**config.mk**
```make
export PLATFORM = sky130hd
export DESIGN_NAME = block_transfer_controller
export DESIGN_NICKNAME = d
export VERILOG_FILES = /design/src/rtl/block_transfer_controller.sv
export SDC_FILE = /design/constraint.sdc
export NUM_CORES = 1
export LEC_CHECK = 0
export CAP_MARGIN = 15
export CORE_ASPECT_RATIO = 0.7
export CORE_MARGIN = 4
export CORE_UTILIZATION = 61
export DETAILED_ROUTE_END_ITERATION = 10
export PLACE_DENSITY = 0.93
export SYNTH_ARGS = -nofsm -noshare
export SYNTH_HDL_FRONTEND = slang
export SYNTH_SLANG_ARGS = --single-unit
```
**constraint.sdc**
```tcl
create_clock -name clk -period 11.55 [get_ports clk]
set_clock_uncertainty 0.1 [all_clocks]
set_input_delay 1.7325 -clock clk [delete_from_list [all_inputs] [get_ports clk]]
set_output_delay 1.7325 -clock clk [all_outputs]
set_load 0.01 [all_outputs]
```
**src/rtl/block_transfer_controller.sv**
```systemverilog
// Block transfer (load/store-multiple) sequencer: walks a register list
// lowest-first, issues one memory word per register, computes base writeback.
// Ports: clk, reset (async, active-high); start, reg_list, base_addr, load,
//   u_bit, p_bit, w_bit, base_reg, mem_done in; busy, mem_req, mem_rw,
//   mem_addr, reg_addr, reg_we, wb_en, wb_value, done out.
module block_transfer_controller #(
   parameter int ADDR_W     = 32,
   parameter int WORD_BYTES = 4
) (
   input  logic              clk,
   input  logic              reset,
   input  logic              start,
   input  logic [15:0]       reg_list,
   input  logic [ADDR_W-1:0] base_addr,
   input  logic              load,
   input  logic              u_bit,
   input  logic              p_bit,
   input  logic              w_bit,
   input  logic [3:0]        base_reg,
   input  logic              mem_done,
   output logic              busy,
   output logic              mem_req,
   output logic              mem_rw,
   output logic [ADDR_W-1:0] mem_addr,
   output logic [3:0]        reg_addr,
   output logic              reg_we,
   output logic              wb_en,
   output logic [ADDR_W-1:0] wb_value,
   output logic              done
);

   typedef enum logic [2:0] {
      IDLE, SETUP, XFER, WB, DONE
   } state_t;

   localparam logic [ADDR_W-1:0] STEP = ADDR_W'(WORD_BYTES);

   state_t            state, state_nx;
   logic [15:0]       mask, mask_nx;
   logic [ADDR_W-1:0] base_q, addr_q, wb_q;
   logic [ADDR_W-1:0] span, first_addr;
   logic              load_q, u_q, p_q, w_q, base_listed;
   logic [4:0]        n;
   logic [3:0]        low;

   // population count and lowest set bit of the remaining mask
   always_comb begin
      n   = '0;
      low = '0;
      for (int i = 0; i < 16; i++) begin
         n = n + 5'(mask[i]);
      end
      for (int i = 15; i >= 0; i--) begin
         if (mask[i]) low = 4'(i);
      end
   end

   assign mask_nx = mask & ~(16'(1) << low);
   assign span    = ADDR_W'(n) * STEP;

   // lowest address of the block; transfers always ascend from here
   always_comb begin
      if (u_q) first_addr = p_q ? base_q + STEP : base_q;
      else     first_addr = p_q ? base_q - span : base_q - span + STEP;
   end

   always_ff @(posedge clk or posedge reset) begin
      if (reset) state <= IDLE;
      else       state <= state_nx;
   end

   always_ff @(posedge clk or posedge reset) begin
      if (reset) begin
         mask        <= '0;
         base_q      <= '0;
         addr_q      <= '0;
         wb_q        <= '0;
         load_q      <= 1'b0;
         u_q         <= 1'b0;
         p_q         <= 1'b0;
         w_q         <= 1'b0;
         base_listed <= 1'b0;
      end else begin
         unique case (state)
            IDLE: if (start) begin
               mask        <= reg_list;
               base_q      <= base_addr;
               load_q      <= load;
               u_q         <= u_bit;
               p_q         <= p_bit;
               w_q         <= w_bit;
               base_listed <= reg_list[base_reg];
            end
            SETUP: begin
               addr_q <= first_addr;
               wb_q   <= u_q ? base_q + span : base_q - span;
            end
            XFER: if (mem_done) begin
               mask   <= mask_nx;
               addr_q <= addr_q + STEP;
            end
            default: ;
         endcase
      end
   end

   always_comb begin
      state_nx = state;
      unique case (state)
         IDLE:  if (start) state_nx = SETUP;
         SETUP: state_nx = (n == 5'd0) ? DONE : XFER;
         XFER:  if (mem_done && mask_nx == 16'h0)
                   state_nx = w_q ? WB : DONE;
         WB:    state_nx = DONE;
         DONE:  state_nx = IDLE;
         default: state_nx = IDLE;
      endcase
   end

   always_comb begin
      busy     = (state != IDLE);
      mem_req  = 1'b0;
      mem_rw   = 1'b0;
      mem_addr = '0;
      reg_addr = '0;
      reg_we   = 1'b0;
      wb_en    = 1'b0;
      done     = 1'b0;
      unique case (state)
         XFER: begin
            mem_req  = 1'b1;
            mem_rw   = load_q;
            mem_addr = addr_q;
            reg_addr = low;
            reg_we   = mem_done & load_q;
         end
         // a loaded base register keeps its loaded value
         WB:   wb_en = ~(load_q & base_listed);
         DONE: done  = 1'b1;
         default: ;
      endcase
   end

   assign wb_value = wb_q;

endmodule

```
### Word level (Yosys, flattened, before mapping)

Index checks and enable logic that the tools add are counted.

| operators by class | value |
|---|---|
| add/subtract/negate cells | 20 |
| order comparisons | 1 |
| equal/unequal tests | 7 |
| shifts and indexed selects | 1 |
| multiplexer cells | 39 |
| bitwise operators | 5 |
| reductions and logical operators | 11 |

Operator list:

| cell | count |
|---|---|
| two-way mux 32 bit | 6 |
| adder 32 x 3 -> 32 bit (second input constant) | 3 |
| two-way mux 4 bit | 17 |
| one-hot mux 32 bit (2 select lines) | 1 |
| adder 5 x 1 -> 5 bit | 11 |
| adder 32 x 7 -> 32 bit | 1 |
| two-way mux 16 bit | 2 |
| one-hot mux 16 bit (2 select lines) | 1 |
| subtractor 32 x 7 -> 32 bit | 1 |
| AND 16 bit | 1 |
| logical NOT 16 bit | 1 |
| inverter 16 bit | 1 |
| << shifter 1 x 4 -> 16 bit (first input constant) | 1 |
| two-way mux 3 bit | 4 |
| one-hot mux 3 bit (4 select lines) | 1 |
| == test 3 x 2 -> 1 bit (second input constant) | 2 |
| two-way mux 1 bit | 6 |
| != test 2 bit (second input constant) | 3 |
| AND reduction 2 bit | 3 |
| adder 4 x 1 -> 5 bit | 1 |
| logical NOT 5 bit | 1 |
| less-than comparator 4 x 5 -> 1 bit (second input constant) | 1 |
| adder 3 x 1 -> 4 bit | 1 |
| binary-select mux 1 bit (select 4 bit) | 1 |
| other kinds (11) | 13 |

| word-level totals | value |
|---|---|
| bits in registers | 120 |
| output and inout port bits | 74 |
| logic and storage cells | 94 |

### Longest topological paths before layout

| logic depth | value |
|---|---|
| word-level depth | 23 |
| gate-level depth with buffers | 26 |

### Worst setup path after synthesis

No wires, ideal clock.

| timing path | value |
|---|---|
| path type | reg2reg |
| start | reg mask[5] |
| end | reg addr_q[28] |
| setup time | 0.110 ns |
| arrival | 6.216 ns |
| data required time | 11.340 ns |
| path slack | 5.124 ns |
| cell stages (with the launch flop) | 26 |
| path buffers | 1 |
| period minus slack after synthesis | 6.426 ns |
| path through | dfrtp_1 > inv_1 > fa_1 > inv_1 > fa_1 > fa_1 > inv_1 > fa_1 > inv_1 > ha_1 > inv_1 > fa_1 > nor2b_1 > o21ai_0 > inv_1 > ha_1 > clkbuf_1 > a2111o_1 > a21boi_1 > o211ai_1 > nor4_2 > nand4_1 > or4_1 > o211ai_1 > xor2_1 > o41ai_1 |

| between the ends | value |
|---|---|
| longest elaborated chain between the ends | 16 |

RTL lines:

| element | RTL line | source |
|---|---|---|
| from (decl) | 39 | `logic [15:0] mask, mask_nx;` |
| from (signal assigned) | 86 | `mask <= reg_list;` |
| from (signal assigned) | 99 | `mask <= mask_nx;` |
| adder 5 x 1 -> 5 bit (*) (11 in a row) | 51 | `n = n + 5'(mask[i]);` |
| subtractor 32 x 7 -> 32 bit (*) | 64 | `else first_addr = p_q ? base_q - span : base_q - span + STEP;` |
| adder 32 x 3 -> 32 bit | 64 |  |
| two-way mux 32 bit (*) | 64 |  |
| two-way mux 32 bit (*) | 63 | `if (u_q) first_addr = p_q ? base_q + STEP : base_q;` |
| one-hot mux 32 bit (2 select lines) (*) | 84 | `unique case (state)` |
| to (signal assigned) | 95 | `addr_q <= first_addr;` |
| to (signal assigned) | 100 | `addr_q <= addr_q + STEP;` |
| to (decl) | 40 | `logic [ADDR_W-1:0] base_q, addr_q, wb_q;` |

Every way passes the cells marked *; elsewhere a longest branch is shown, timed or not.
A chain may end at the register's enable or synchronous reset.

### Worst setup path after layout

| timing path | value |
|---|---|
| start | reg mask[0] |
| end | reg addr_q[27] |

| between the ends | value |
|---|---|
| longest elaborated chain between the ends | 20 |

RTL lines:

| element | RTL line |
|---|---|
| adder 1 x 1 -> 2 bit (*) | 51 |
| adder 2 x 1 -> 3 bit (*) | 51 |
| adder 3 x 1 -> 4 bit (*) | 51 |
| adder 4 x 1 -> 5 bit (*) | 51 |
| adder 5 x 1 -> 5 bit (*) (11 in a row) | 51 |
| subtractor 32 x 7 -> 32 bit (*) | 64 |
| adder 32 x 3 -> 32 bit | 64 |
| two-way mux 32 bit (*) | 64 |
| two-way mux 32 bit (*) | 63 |
| one-hot mux 32 bit (2 select lines) (*) | 84 |

Marks and branches as above.

==> summary.md <==
| Metric | Value |
|---|---|
| GRT Residual Overflow | 0 |
| Port Buffers | 133 |
| # DRC | 0 |
| First-pass GRT wire length | 49,500 um |
| CTS buffer count | 17 |
| Synth Area in Simple Gates | 0.277 |
| Vias in the first global route | 9,104 |
| Vertical die dimension | 112 um |
| CTS resizes | 0 |
| Post-Synthesis Cells | 1,225 |
| Mapped Avg Cell Area | 7.71 um2 |
| Crit-path max FO | 11 |
| Final Slew Violations | 0 |
| Synthesis Warnings | 0 |
| Initial antenna violation count | 0 |
| Seq cells post-synth | 120 |
| Top cell type's share of synthesized area | 0.318 |
| Routed WL per cell | 20.3 um |
| Compound-Gate Fraction of Synth Area | 0.186 |
| Post-synth top cells | nand2_1 (231), dfrtp_1 (120), nor2_1 (104) |
| Status | finished, final reports clean |
| Row count | 37 |
| Cell with the most instances after synthesis | nand2_1 |
| Die area | 17,600 um2 |
| Synth Net Count | 1,316 |
| CP Launch Point | mask[0] |
| ANT nets after route | 0 |
| XOR/XNOR share of the synthesized area | 0.0900 |
| Iteration-0 DRC Markers | 1,290 |
| Final Hold Fails | 0 |
| Min-delay src | addr_q[0] |
| Worst Path Required | 11.73 ns |
| Startpoint class of the critical path | flip-flop |
| Final min period | 7.35 ns |
| Relative slew slack | 0.323 |
| Post-DP HPWL | 22,600 um |
| Crit share post-route | 0.637 |
| Core Box Area | 15,000 um2 |
| Die X | 157 um |
| Post-Synth Adder-Cell Area | 0.0506 |
| Final #Nets | 1,398 |
| HP Class | flip-flop to flip-flop |
| Setup crit end kind | flip-flop |
| Maxcap violations | 0 |
| Total Routing Usage GR | 0.351 |
| Clock Pin Slew Worst Setup and Hold Paths | 0.06 ns |
| Seq/Total Area, Yosys | 0.318 |
| Largest family of logic cells by synthesized area | simple AND/OR/NAND/NOR gates |
| Largest net degree at the start of global routing | 77 |
| Fin Setup TNS | 0 ns |
| Initial Util | 0.632 |
| CP arrival | 7.53 ns |
| Pre-antenna DRT Iters | 6 |
| Main synth FF type | dfrtp_1 |
| Top cells by area, synth | dfrtp_1 (32%), nand2_1 (9.2%), xor2_1 (4.9%) |
| Root Buffer | clkbuf_16 |
| Layout cells sized above 1 | 0.0561 |
| Cell Area, Synth | 9450 um2 |
| Unique masters post-synth | 76 |
| Final setup viols | 0 |
| Via count | 9,711 |
| GP Congestion | 0.977 |
| Ant. Diodes | 0 |
| Yosys top cell by area | dfrtp_1 |
| CTS sink count | 120 |
| H-Tree Depth | 4 |
| Vias per Instance | 6.41 |
| Async set-reset flop share out of synthesis | 1.00 |
| Post CTS Setup Buffer Count | 0 |
| Final wirelength | 30,700 um |
| Post-synth EDFFs | 0 |
| Crit Path Category | flip-flop to flip-flop |
| Worst-Margin Slew | 1.01 ns |
| Longest Clk Path Bufs | 2 |
| RR Startpoint | mask[0] |
| CTS Hold Bufs | 0 |
| Fmax | 136 MHz |
| Ports | 134 |
| RSZ-0062 raised after global routing | false |
| Area Growth Syn to Fin | 20.1% |
| Clk_lat worst skew | 0.43 ns |
| Post-synthesis mux area share | 0.0253 |
| CTS tree | yes |
-- placed cells by master (no fill, tap or decap), types with 5 or more instances in the layout --
cell / count
o21a_1: 6
a22o_1: 10
and2_1: 33
nand4_1: 14
mux4_2: 6
buf_4: 9
nand2b_1: 12
inv_6: 6
xor2_1: 53
or4_1: 6
nand3_1: 32
fa_1: 12
a211oi_1: 11
nor2b_1: 12
ha_1: 19
clkbuf_16: 17
and4_1: 5
o22ai_1: 8
a41oi_1: 5
o21ai_0: 92
nor3_1: 39
nand2_1: 231
nor2_1: 104
a21o_1: 10
mux2i_1: 7
a31oi_1: 7
a21oi_1: 74
clkdlybuf4s50_1: 133
or3_1: 9
nor4_1: 11
xnor2_1: 41
and3_1: 19
o31ai_1: 8
dfrtp_1: 119
inv_1: 49
o211ai_1: 7
-- worst paths after layout --
check,end,slack (ns),depth (start not counted)
setup / recovery,addr_q[27],4.20,21
hold / removal,addr_q[0],0.38,2
setup reg to reg,addr_q[27],4.20,21
hold reg to reg,addr_q[0],0.38,2
max in group asynchronous,addr_q[22],8.37,3
min in group asynchronous,mask[12],1.64,2
-- flip-flops by register name, summed over array words and instances, names as in the netlist --
register / flops
state: 3
w_q: 1
u_q: 1
base_q: 32
mask: 16
addr_q: 32
p_q: 1
wb_value: 32
base_listed: 1
load_q: 1
-- per-layer routing --
layer / vias up / global-route usage / routed length (um)
li1: 4408 / - / -
met2: 695 / 0.461 / 11900
met1: 4549 / 0.555 / 14000
met3: 59 / 0.120 / 4230
met4: 0 / 0.0699 / 496
met5: - / 0 / 0
-- stage by stage --
step                utilization  cells  area [um2]  hold slack [ns]  worst slack (ns)
finish                    0.759   1515       11300            0.377              4.20
global route              0.759   1515       11300            0.406              3.71
CTS                       0.759   1515       11300            0.382              4.30
detailed placement        0.721   1483       10800            0.362              4.34
global placement          0.721   1483       10800            0.351              4.41
floorplan                     -   1225        9450            0.338              5.12
-- logic make-up after synthesis --
group           after synthesis
fa+ha+maj                    31
compound gates              281
xor+xnor                     95
mux                          16
buf+inv                     130
flops                       120
simple gates                552
-- worst max-delay path: stages (launching register included) --
cell and delay, ns:
dfrtp_1 0.50, fa_1 0.65, fa_1 0.46, fa_1 0.52, inv_1 0.06, fa_1 0.43, inv_1 0.07, ha_1 0.16
inv_1 0.06, fa_1 0.40, xor2_1 0.30, inv_1 0.08, ha_1 0.37, xor2_1 0.22, nor4b_1 0.52, o21ai_0 0.34
nor4_2 0.51, nand4_1 0.43, or3_4 0.54, a211oi_1 0.29, xnor2_1 0.15, o21ai_1 0.07
-- area by class of cell --
type | instances | area [um2]
Fill cell | 1087 | 3600
Clock inverter | 15 | 139
Clock buffer | 17 | 425
Sequential cell | 120 | 3000
Tap cell | 195 | 244
Timing Repair Buffer | 142 | 1400
Multi-Input combinational cell | 975 | 5940
Inverter | 51 | 194
Power is not shown: default switching activity piles up to over one toggle a cycle in this logic, so the estimate is an artifact.
